File: src/rtl/serializer_scheduler_pkg.sv
// Shared types and helpers for the serializer scheduler.
package serializer_scheduler_pkg;

    typedef enum logic {
        StIdle = 1'b0,
        StBody = 1'b1
    } sched_state_e;

    localparam logic [31:0] IdleWordDefault = 32'h3C3C_3C3C;
    localparam logic [23:0] HdrTagDefault   = 24'hA5F00F;

    // Header word announcing which requester owns the following packet.
    function automatic logic [31:0] build_header(input logic [23:0] tag, input logic [3:0] id);
        return {tag, 4'h0, id};
    endfunction

    // Round-robin successor of a requester index.
    function automatic logic [3:0] next_id(input logic [3:0] id, input int unsigned n);
        return (int'(id) >= int'(n) - 1) ? 4'd0 : id + 4'd1;
    endfunction

endpackage

File: src/rtl/serializer_scheduler_rr_pick.sv
// Combinational cyclic priority picker: first set request at or after the pointer.
module serializer_scheduler_rr_pick #(
    parameter int unsigned N = 4
) (
    input  logic [N-1:0] i_req,
    input  logic [3:0]   i_ptr,
    output logic [N-1:0] o_grant,
    output logic [3:0]   o_idx,
    output logic         o_any
);

    localparam int NI = int'(N);

    logic w_found;

    // Scan distances 0..N-1 from the pointer; the nearest requester wins.
    always_comb begin
        o_grant = '0;
        o_idx   = '0;
        w_found = 1'b0;
        for (int k = 0; k < NI; k++) begin
            for (int j = 0; j < NI; j++) begin
                if (!w_found && i_req[j] && (j == ((int'(i_ptr) + k) % NI))) begin
                    w_found    = 1'b1;
                    o_grant[j] = 1'b1;
                    o_idx      = 4'(j);
                end
            end
        end
    end

    assign o_any = w_found;

endmodule

File: src/rtl/serializer_scheduler.sv
// Shares one word serializer among NREQ packet sources with one word per slot.
module serializer_scheduler
    import serializer_scheduler_pkg::*;
#(
    parameter int unsigned NREQ        = 4,
    parameter int unsigned WORD_PERIOD = 8,
    parameter logic [31:0] IDLE_WORD   = IdleWordDefault,
    parameter logic [23:0] HDR_TAG     = HdrTagDefault,
    parameter int unsigned MAX_STALL   = 15
) (
    input  logic                 FSclk,
    input  logic                 reset_n,
    input  logic                 enable,
    input  logic [NREQ-1:0]      req_valid,
    input  logic [NREQ-1:0]      req_last,
    input  logic [32*NREQ-1:0]   req_data,
    output logic [NREQ-1:0]      req_ready,
    output logic [31:0]          ser_data,
    output logic                 ser_valid,
    output logic [3:0]           grant_id,
    output logic                 busy,
    output logic                 abort_err
);

    localparam int unsigned SW = (WORD_PERIOD > 1) ? $clog2(WORD_PERIOD) : 1;
    localparam int unsigned IW = (NREQ > 1) ? $clog2(NREQ) : 1;
    localparam logic [SW-1:0] SlotLast = SW'(WORD_PERIOD - 1);

    sched_state_e    r_state, w_state_d;
    logic [SW-1:0]   r_slot;
    logic [3:0]      r_rr_ptr, w_rr_ptr_d;
    logic [7:0]      r_stall_cnt, w_stall_cnt_d, w_stall_inc;
    logic [3:0]      r_grant_id, w_grant_id_d;
    logic [NREQ-1:0] r_grant_oh, w_grant_oh_d;
    logic            r_busy, w_busy_d;
    logic [31:0]     r_ser_data, w_ser_data_d;
    logic            r_ser_valid, w_ser_valid_d;
    logic            r_abort, w_abort_d;

    logic            w_slot;
    logic [IW-1:0]   w_gid;
    logic [31:0]     w_words [NREQ];
    logic [NREQ-1:0] w_pick_grant;
    logic [3:0]      w_pick_idx;
    logic            w_pick_any;

    for (genvar g = 0; g < int'(NREQ); g++) begin : g_words
        assign w_words[g] = req_data[32*g +: 32];
    end

    assign w_slot      = enable && (r_slot == SlotLast);
    assign w_gid       = r_grant_id[IW-1:0];
    assign w_stall_inc = r_stall_cnt + 8'd1;

    serializer_scheduler_rr_pick #(
        .N (NREQ)
    ) u_rr_pick (
        .i_req   (req_valid),
        .i_ptr   (r_rr_ptr),
        .o_grant (w_pick_grant),
        .o_idx   (w_pick_idx),
        .o_any   (w_pick_any)
    );

    // Slot counter: wraps while enabled, parked at zero otherwise.
    always_ff @(posedge FSclk or negedge reset_n) begin
        if (!reset_n) begin
            r_slot <= '0;
        end else if (!enable || (r_slot == SlotLast)) begin
            r_slot <= '0;
        end else begin
            r_slot <= r_slot + 1'b1;
        end
    end

    // Slot decision: header, packet word or filler, plus arbitration bookkeeping.
    always_comb begin
        w_state_d     = r_state;
        w_rr_ptr_d    = r_rr_ptr;
        w_stall_cnt_d = r_stall_cnt;
        w_grant_id_d  = r_grant_id;
        w_grant_oh_d  = r_grant_oh;
        w_busy_d      = r_busy;
        w_ser_data_d  = r_ser_data;
        w_ser_valid_d = 1'b0;
        w_abort_d     = 1'b0;
        req_ready     = '0;
        if (w_slot) begin
            w_ser_valid_d = 1'b1;
            unique case (r_state)
                StIdle: begin
                    if (w_pick_any) begin
                        w_grant_id_d  = w_pick_idx;
                        w_grant_oh_d  = w_pick_grant;
                        w_ser_data_d  = build_header(HDR_TAG, w_pick_idx);
                        w_stall_cnt_d = 8'd0;
                        w_busy_d      = 1'b1;
                        w_state_d     = StBody;
                    end else begin
                        w_ser_data_d = IDLE_WORD;
                    end
                end
                StBody: begin
                    if (req_valid[w_gid]) begin
                        req_ready     = r_grant_oh;
                        w_ser_data_d  = w_words[w_gid];
                        w_stall_cnt_d = 8'd0;
                        if (req_last[w_gid]) begin
                            w_rr_ptr_d = next_id(r_grant_id, NREQ);
                            w_busy_d   = 1'b0;
                            w_state_d  = StIdle;
                        end
                    end else begin
                        w_ser_data_d = IDLE_WORD;
                        if (w_stall_inc >= 8'(MAX_STALL)) begin
                            w_abort_d     = 1'b1;
                            w_stall_cnt_d = 8'd0;
                            w_rr_ptr_d    = next_id(r_grant_id, NREQ);
                            w_busy_d      = 1'b0;
                            w_state_d     = StIdle;
                        end else begin
                            w_stall_cnt_d = w_stall_inc;
                        end
                    end
                end
                default: w_state_d = StIdle;
            endcase
        end
    end

    // Architectural state and registered serializer-facing outputs.
    always_ff @(posedge FSclk or negedge reset_n) begin
        if (!reset_n) begin
            r_state     <= StIdle;
            r_rr_ptr    <= 4'd0;
            r_stall_cnt <= 8'd0;
            r_grant_id  <= 4'd0;
            r_grant_oh  <= '0;
            r_busy      <= 1'b0;
            r_ser_data  <= 32'd0;
            r_ser_valid <= 1'b0;
            r_abort     <= 1'b0;
        end else begin
            r_state     <= w_state_d;
            r_rr_ptr    <= w_rr_ptr_d;
            r_stall_cnt <= w_stall_cnt_d;
            r_grant_id  <= w_grant_id_d;
            r_grant_oh  <= w_grant_oh_d;
            r_busy      <= w_busy_d;
            r_ser_data  <= w_ser_data_d;
            r_ser_valid <= w_ser_valid_d;
            r_abort     <= w_abort_d;
        end
    end

    assign ser_data  = r_ser_data;
    assign ser_valid = r_ser_valid;
    assign grant_id  = r_grant_id;
    assign busy      = r_busy;
    assign abort_err = r_abort;

endmodule

File: config.mk
export PLATFORM = sky130hd
export DESIGN_NAME = serializer_scheduler
export DESIGN_NICKNAME = d
export VERILOG_FILES = /design/src/rtl/serializer_scheduler_pkg.sv /design/src/rtl/serializer_scheduler_rr_pick.sv /design/src/rtl/serializer_scheduler.sv
export SDC_FILE = /design/constraint.sdc
export NUM_CORES = 1
export LEC_CHECK = 0
export CORE_ASPECT_RATIO = 2
export CORE_MARGIN = 2
export CORE_UTILIZATION = 39
export DETAILED_ROUTE_END_ITERATION = 8
export HOLD_SLACK_MARGIN = 0.03
export PLACE_DENSITY = 0.8
export RECOVER_POWER = 50
export REMOVE_ABC_BUFFERS = 1
export SYNTH_ARGS = -nofsm -noshare
export SYNTH_HDL_FRONTEND = slang
export SYNTH_SLANG_ARGS = --single-unit
File: constraint.sdc
create_clock -name FSclk -period 2.07 [get_ports FSclk]
set_input_delay 0.414 -clock FSclk [delete_from_list [all_inputs] [get_ports FSclk]]
set_output_delay 0.414 -clock FSclk [all_outputs]
set_load 0.05 [all_outputs]
======== After elaboration in Yosys (flattened, before gate mapping) ========
Cells that the tools add are included.
cells by class
  $lt $le $gt $ge ......................... 4
  bitwise operators ....................... 5
  muxes and demuxes ....................... 83
  $add $sub $neg .......................... 6
  equality and inequality tests ........... 17
  reductions and logical operators ........ 61
operator list
  operator                                               number
  logical NOT 32 bit                                     4
  two-way mux 32 bit                                     4
  binary-select mux 32 bit (select 2 bit)                1
  case mux 32 bit (2 select lines)                       1
  two-way mux 1 bit                                      47
  two-way mux 2 bit                                      18
  logical AND 1 bit                                      32
  two-way mux 8 bit                                      3
  equality test 3 bit, first input constant              6
  logical NOT 1 bit                                      16
  case mux 8 bit (2 select lines)                        1
  two-way mux 4 bit                                      3
  equality test 2 x 3 -> 1 bit, first input constant     3
  adder 8 x 1 -> 8 bit, second input constant            1
  >= comparator 8 x 4 -> 1 bit, second input constant    1
  AND reduction 4 bit                                    2
  OR reduction 2 bit                                     3
  adder 2 x 1 -> 2 bit, second input constant            2
  adder 2 bit, second input constant                     2
  binary-select mux 1 bit (select 2 bit)                 2
  equality test 2 bit, first input constant              2
  inequality test 2 x 1 -> 1 bit, second input constant  2
  case mux 1 bit (2 select lines)                        2
  adder 3 x 1 -> 3 bit, second input constant            1
  15 further kinds                                       17
word-level totals
  register bits after elaboration ......... 55
  input port bits ......................... 139
  output and inout bits ................... 43
  logic and storage cells ................. 186

======== Longest topological paths before layout ========
Gate-level depths: netlist (run 1).
  depth after elaboration ................. 65
  depth in mapped cells ................... 9
  mapped depth without buffers ............ 8

======== By module ========
A second synthesis (run 1) with hierarchy kept.
unflattened totals
  cells, all modules ...................... 293
  area total of the unflattened synthesis .. 3,480.8 um2
modules (own cells, without submodules)
  module                        area an instance (um2)  cells an instance  sequential area each (um2)  times used
  serializer_scheduler          3,313.2                 263                1,476.4                     1
  serializer_scheduler_rr_pick  167.7                   30                 0.0                         1

======== Least setup slack after synthesis (run 1) ========
OpenSTA, ideal clock, no wires.
  kind .................................... reg2out
  from .................................... reg r_grant_id[1], in the netlist grant_id[1]
  to ...................................... out req_ready[0]
  arrival time ............................ 2.119 ns
  slack ................................... -0.463 ns
  stages on the path, launching flop included .. 7
  data required time ...................... 1.656 ns
  path buffers ............................ 2
  path through ............................ dfrtp_1 > buf_4 > mux2i_1 > mux2_2 > nor2_1 > buf_2 > and2_1
between the ends
  cells in the longest elaborated chain, start to end .. 5
ends and longest elaborated chain
  what                                     RTL line                     source
  from (decl)                              serializer_scheduler.sv:33   logic [3:0] r_grant_id, w_grant_id_d;
  from (signal assigned)                   serializer_scheduler.sv:147  r_grant_id <= w_grant_id_d;
  binary-select mux 1 bit (select 2 bit)   serializer_scheduler.sv:104  if (req_valid[w_gid]) begin
  two-way mux 1 bit (implied by the code)  serializer_scheduler.sv:104
  two-way mux 4 bit                        serializer_scheduler.sv:104
  two-way mux 4 bit                        serializer_scheduler.sv:90   unique case (r_state)
  two-way mux 4 bit                        serializer_scheduler.sv:88   if (w_slot) begin
  to (decl)                                serializer_scheduler.sv:17   output logic [NREQ-1:0] req_ready,
No other way between the ends. The select of a mux whose other input is x is not followed.

======== Final worst setup path (run 1) ========
  from .................................... reg r_grant_id[1], in the netlist grant_id[1]
  to ...................................... out req_ready[3]
Same word-level chain as after synthesis.

==> results of run 1 <==
[cell type report]
type | count | area, um2 | area share
inverters | 3 | 11.26 | 0.002000
repair buffers | 203 | 2054 | 0.3648
multi-input cells | 216 | 1891 | 0.3357
well taps | 98 | 122.6 | 0.02177
clock buffers | 6 | 138.9 | 0.02466
clock inverters | 2 | 35.03 | 0.006221
flip-flops and latches | 55 | 1379 | 0.2448
[worst register-to-register path, delay by kind of cell, from the launching register on]
kind,cells,cell delay (ns)
and+or+nand+nor,3,0.58
DFF,1,0.48
AOI/OAI and AO/OA,2,0.74
[flip-flops by register name, summed over array words and instances, names as in the netlist]
| signal | cells |
|---|---|
| abort_err | 1 |
| busy | 1 |
| grant_id | 2 |
| r_grant_oh | 4 |
| r_rr_ptr | 2 |
| r_slot | 3 |
| r_stall_cnt | 8 |
| r_state | 1 |
| ser_data | 32 |
| ser_valid | 1 |
[per-stage QoR]
step / hold WS [ns] / worst slack, ns / instance area [um2]
after floorplan: 0.1184 / -1.625 / 3237
after global placement: 0.3943 / -0.1700 / 5410
after detailed placement: 0.4079 / -0.2168 / 5410
after CTS: 0.09537 / -0.007948 / 5624
after global routing: 0.4296 / -0.06467 / 5632
final: 0.3344 / -0.01816 / 5632
[cells by family after synthesis]
group,Yosys count
other,1
buffers and inverters,25
DFF,55
muxes,37
adders and majority gates,5
and+or+nand+nor,91
AOI/OAI and AO/OA,81
[placed cells by master, fill, tap and decap left out, types with 3 or more instances in the layout]
cell             Yosys  final
a21oi_1             13     13
a22o_1               8      8
and2_1              10      4
and2_4               0      4
buf_12               0      8
buf_4                3     16
clkbuf_1             8      3
clkbuf_16            0      5
clkdlybuf4s50_1      0    167
dfrtp_1             55     53
dlygate4sd2_1        0      4
ha_1                 5      4
inv_1                3      3
mux4_2              34     34
nand2_1             40     39
nand2b_1             4      4
nand3_1              7      6
nand4_1              7      7
nor2_1              11     10
o21ai_0             33     34
o21ai_1              4      3
o22a_1               6      6
o22ai_1              3      3
[repair_timing]
action / 4_1_cts / 5_1_grt
gates resized for setup: 14 / 8
buffers inserted: 1 / 1
gates cloned: 0 / 0
pin swaps: 4 / 2
endpoints found under the setup margin: 9 / 12
[synthesized netlist by cell type, drive strengths merged (2+ instances only)]
| library cell | number | area, um2 |
|---|---|---|
| o22ai | 3 | 18.77 |
| nor2 | 12 | 47.55 |
| o221ai | 2 | 17.52 |
| nand2b | 4 | 25.02 |
| o21ai | 37 | 185.2 |
| o22a | 6 | 52.55 |
| nand3 | 8 | 52.55 |
| inv | 3 | 11.26 |
| mux2i | 2 | 20.02 |
| and2 | 10 | 62.56 |
| mux4 | 34 | 765.7 |
| nand4 | 7 | 43.79 |
| and3b | 2 | 17.52 |
| a21o | 2 | 15.01 |
| ha | 5 | 62.56 |
| clkbuf | 9 | 35.03 |
| a21oi | 14 | 81.33 |
| nand2 | 40 | 150.1 |
| buf | 13 | 83.82 |
| nor2b | 2 | 12.51 |
| dfrtp | 55 | 1376 |
| a22o | 8 | 70.07 |
[how the worst max path moves through the flow]
stage,start,endpoint,depth (start not counted)
2_1_floorplan,grant_id[0],req_ready[0],3
3_3_place_gp,req_valid[3],req_ready[2],7
3_5_place_dp,req_valid[3],ser_data[27],6
4_1_cts,grant_id[1],req_ready[3],6
5_1_grt,grant_id[1],req_ready[3],6
6_report,grant_id[1],req_ready[3],6
[routing by layer]
layer,vias to the layer above,share of wire
met1,1622,0.32
li1,1503,-
met5,-,0
met4,0,0.039
met3,37,0.044
met2,131,0.59
[power groups by stage]
stage | clock network (mW) | logic [mW] | registers [mW]
finish | 0.974 | 0.842 | 1.18
global route | 1.03 | 0.890 | 1.19
CTS | 0.988 | 0.847 | 1.18
detailed placement | 0 | 0.843 | 1.20
global placement | 0 | 0.822 | 1.20
floorplan | 0 | 0.163 | 1.40
==> impl_metrics.toml, run 1 <==
[run_status]
status = "complete, but fails checks"
failed_checks = "setup timing"

[worst_setup_path]
critPathArrivalTime_ns = 1.67
crit_slowest_cell = "dfrtp_2"
r2r_start = "r_stall_cnt[3]"
crit_path_max_incr_delay_ns = 0.44
cp_num_buf_inv = 2
worstReg2RegEnd = "r_rr_ptr[1]"
crit_family = "flip-flops"
start_kind = "flop"
required_ns = 1.66
crit_fanout = 5
rrSetupSlack_ns = 0.10
worstSetupPathType = "flop to primary output"
reg2reg_depth = 5
crit_chain = "mux2i_1, mux2_4, nor2_4, buf_6, and2_4, buf_12"
cp-end-kind = "primary output"

[timing]
setup-tns-final_ns = -0.06516
worstMarginPinSlew_ns = 1.173
fin_crit_ns = 2.088
drv_slew = 0
fmax_mhz = 478.9
layout_setup_ws_ns = -0.01816
rsz0062_at_grt = "true"
finalHoldViolCount = 0
setup_violations = 4
worst_clock_skew_ns = 0.005257
finalCritPeriodShare = 1.009
slew_headroom = 0.2177

[placement]
hpwl_mm = 8.777
port_buffers = 179
dp.cells = 573
globalplace.congestion = 0.8435

[final_layout]
final_util = 0.6792
fill_cells = 615
finalNonFillerCells = 583
syn_to_final_growth_pct = 68.01
num-nets-final = 628
layout-drive-gt1-share = 0.1794
diodes = 0

[power]
fin_total_pwr_mw = 2.999
combPwrFrac = 0.281
p_sw_frac = 0.2714
max-vdd-ir-drop_v = 0.0004385
power_density_nw_per_um2 = 532.5
power.share.clock = 0.325
internal_power_mw = 2.185
p_leak_nw = 2.270
seqPwrFrac = 0.394
power.switching_mw = 0.8139

[global_route]
antenna_found_initial = 0
use_met3 = 0.04328
met2_usage = 0.4567
grt_pass1_wl_mm = 17.70
grt.total_usage = 0.2402
grt_pass1_vias = 3625
grt_remaining_overflow = 0
grtUsageMet1 = 0.2496
grt_busiest_layer = "met2"
grt_start_max_net_pins = 38

[floorplan]
die_h_um = 135.1
start_util = 0.4043
pin_count = 182
floorplan.die_area_um2 = 9398
die-width_um = 69.56
rows = 47
core_um2 = 8292

[yosys]
synth_ff_type = "dfrtp_1"
synth_compound_area_frac = 0.1571
synth_simple_gate_area_frac = 0.1359
synthAdderAreaFrac = 0.01866
synth_top_family_by_area = "multiplexers"
synth_seq_cells = 55
ys_seq_area_frac = 0.4106
yosys_warnings = 0
async_reset_ff_frac = 1.000
syn_area_per_cell_um2 = 11.36
yosysUniqueCellTypes = 47
synthCells = 295
synth_xor_area_frac = 0
synth_area_um2 = 3352
synth.area.mux_share = 0.2378
synth_edf_count = 0

[clock_tree]
clk-insertion-delay-late_ns = 0.29
clkSinkCount = 55
postCtsHoldBufs = 0
cts_tree = "yes"
clockBufferDepth = 2
clkTransAtPathRegs_ns = 0.07
h-tree-depth = 2
cts_made_buffers = 5
clk_root_buffer_cell = "clkbuf_16"

[detailed_routing]
ant_nets = 0
drt_wl_total_mm = 11.03
viasPerCell = 5.648
vias = 3293
post-route-drc-count = 0
first_pass_iters = 4
wl_per_cell_um = 18.93
drt_iter0_markers = 193

[hold_path]
min_path_type = "input port to async pin"

[run]
max-cap-violations = 0
(Power assumes the default switching activity.)
==> run 2, diff against run 1 <==
--- a/config.mk
+++ b/config.mk
@@ -10,7 +10,7 @@
 export CORE_UTILIZATION = 39
 export DETAILED_ROUTE_END_ITERATION = 8
 export HOLD_SLACK_MARGIN = 0.03
-export PLACE_DENSITY = 0.8
+export PLACE_DENSITY_LB_ADDON = 0.3
 export RECOVER_POWER = 50
 export REMOVE_ABC_BUFFERS = 1
 export SYNTH_ARGS = -nofsm -noshare
==> impl_metrics.toml, run 2 (same netlist as run 1, synthesis figures left out) <==
[run_status]
status = "complete, no violations"

[power]
power.switching_mw = 0.7970
power.share.clock = 0.285
p_sw_frac = 0.2816
power_density_nw_per_um2 = 501.3
p_leak_nw = 2.270
max-vdd-ir-drop_v = 0.0005583
combPwrFrac = 0.297
internal_power_mw = 2.034
seqPwrFrac = 0.417

[global_route]
grt_start_max_net_pins = 38
grt_pass1_wl_mm = 16.99
antenna_found_initial = 0
grt.total_usage = 0.2318
grt_pass1_vias = 3437
grt_remaining_overflow = 0

[floorplan]
rows = 47
die_h_um = 135.1
core_um2 = 8292
pin_count = 182
floorplan.die_area_um2 = 9398
die-width_um = 69.56
start_util = 0.4043

[timing]
setup-tns-final_ns = 0
slew_headroom = 0.2801
setup_violations = 0
fin_crit_ns = 2.069
finalCritPeriodShare = 0.9994
worstMarginPinSlew_ns = 1.080
fmax_mhz = 483.4
layout_setup_ws_ns = 0.001246
drv_slew = 0
worst_clock_skew_ns = 0.005488
rsz0062_at_grt = "true"
finalHoldViolCount = 0

[detailed_routing]
ant_nets = 0
wl_per_cell_um = 18.02
top_layer_used = "met4"
viasPerCell = 5.554
drt_iter0_markers = 218
drt_wl_total_mm = 10.63
met3RoutedLength_um = 452
first_pass_iters = 4
post-route-drc-count = 0
vias = 3277
route.met2.wl_mm = 6.129
wl_met1_mm = 3.650

[clock_tree]
h-tree-depth = 2
clkSinkCount = 55
cts_tree = "yes"
clkTransAtPathRegs_ns = 0.07
cts_made_buffers = 5
clk_root_buffer_cell = "clkbuf_16"
clockBufferDepth = 2
clk-insertion-delay-late_ns = 0.29

[placement]
globalplace.congestion = 0.8186
dp.cells = 577
hpwl_mm = 8.591
place_ws_ns = -0.2440
port_buffers = 179

[worst_setup_path]
crit_fanout = 6
cp_num_cells = 6
crit_path_max_incr_delay_ns = 0.44
reg2reg_depth = 5
crit_chain = "mux2i_1, mux2_4, nor2_4, buf_6, and2_4, buf_12"
worstSetupPathType = "flop to primary output"
crit_slowest_cell = "dfrtp_2"
required_ns = 1.66
critPathArrivalTime_ns = 1.65
cp_num_buf_inv = 2
start_kind = "flop"
cp-end-kind = "primary output"
rrSetupSlack_ns = 0.15
crit_family = "flip-flops"

[final_layout]
final_common_cell = "clkdlybuf4s50_1"
num-nets-final = 635
final_cell_mix = "166 x clkdlybuf4s50_1, 53 x dfrtp_1, 39 x nand2_1, 34 x mux4_2, 34 x o21ai_0"
layout-drive-gt1-share = 0.1890
largest_reg_flops = 32
finalNonFillerCells = 590
syn_to_final_growth_pct = 68.46
diodes = 0

[hold_path]
min_path_type = "input port to async pin"

[run]
max-cap-violations = 0
==> run 2: final timing paths <==
check	startpoint	end
max	grant_id[1]	req_ready[2]
max reg2reg	grant_id[0]	ser_data[5]
max in group asynchronous	reset_n	grant_id[0]
min in group FSclk	ser_data[19]	ser_data[19]
min reg2reg	ser_data[19]	ser_data[19]
min	reset_n	ser_data[30]
==> run 2: timing repair <==
item | in CTS | in global routing
gates resized for setup | 19 | 1
setup buffers | 3 | 2
endpoints found under the hold margin | 0 | 0
pin swaps | 2 | 1
cloned | 0 | 0
hold buffers | 0 | 0
setup endpoints to repair | 4 | 8
==> run 2: final cells by class <==
| cell class | instances | area [um2] |
|---|---|---|
| fill | 632 | 2645 |
| timing repair buffer | 210 | 2096 |
| multi-input combinational | 216 | 1901 |
| sequential | 55 | 1379 |
| clock buffer | 7 | 132.6 |
| tap | 98 | 122.6 |
| inverter | 3 | 11.26 |
| clock inverter | 1 | 5.005 |
==> run 2: layer usage <==
metal | global-route usage | vias up
li1 | - | 1510
met1 | 0.2581 | 1598
met2 | 0.4295 | 137
met3 | 0.03060 | 32
met4 | 0.1100 | 0
met5 | 0 | -
==> run 2: metrics by stage <==
step | area [um2] | power [mW] | utilization | hold slack [ns]
floorplan | 3237 | 1.566 | - | 0.1184
global placement | 5438 | 2.021 | 0.6558 | 0.3845
detailed placement | 5438 | 2.044 | 0.6558 | 0.3893
CTS | 5645 | 2.851 | 0.6809 | 0.08231
global route | 5647 | 2.945 | 0.6810 | 0.3980
finish | 5647 | 2.831 | 0.6810 | 0.3053
==> run 2: worst reg2reg max path: stages, from the launching register on <==
cell     delay [ns]
dfrtp_2        0.41
buf_12         0.22
buf_4          0.33
mux4_2         0.56
o21ai_0        0.18
o21ai_0        0.10
==> run 2: power by group through the flow <==
stage / clock, mW / combinational (mW) / sequential [mW]
after floorplan: 0 / 0.163 / 1.40
after global placement: 0 / 0.825 / 1.20
after detailed placement: 0 / 0.844 / 1.20
after CTS: 0.819 / 0.850 / 1.18
after global routing: 0.862 / 0.894 / 1.19
final: 0.807 / 0.842 / 1.18
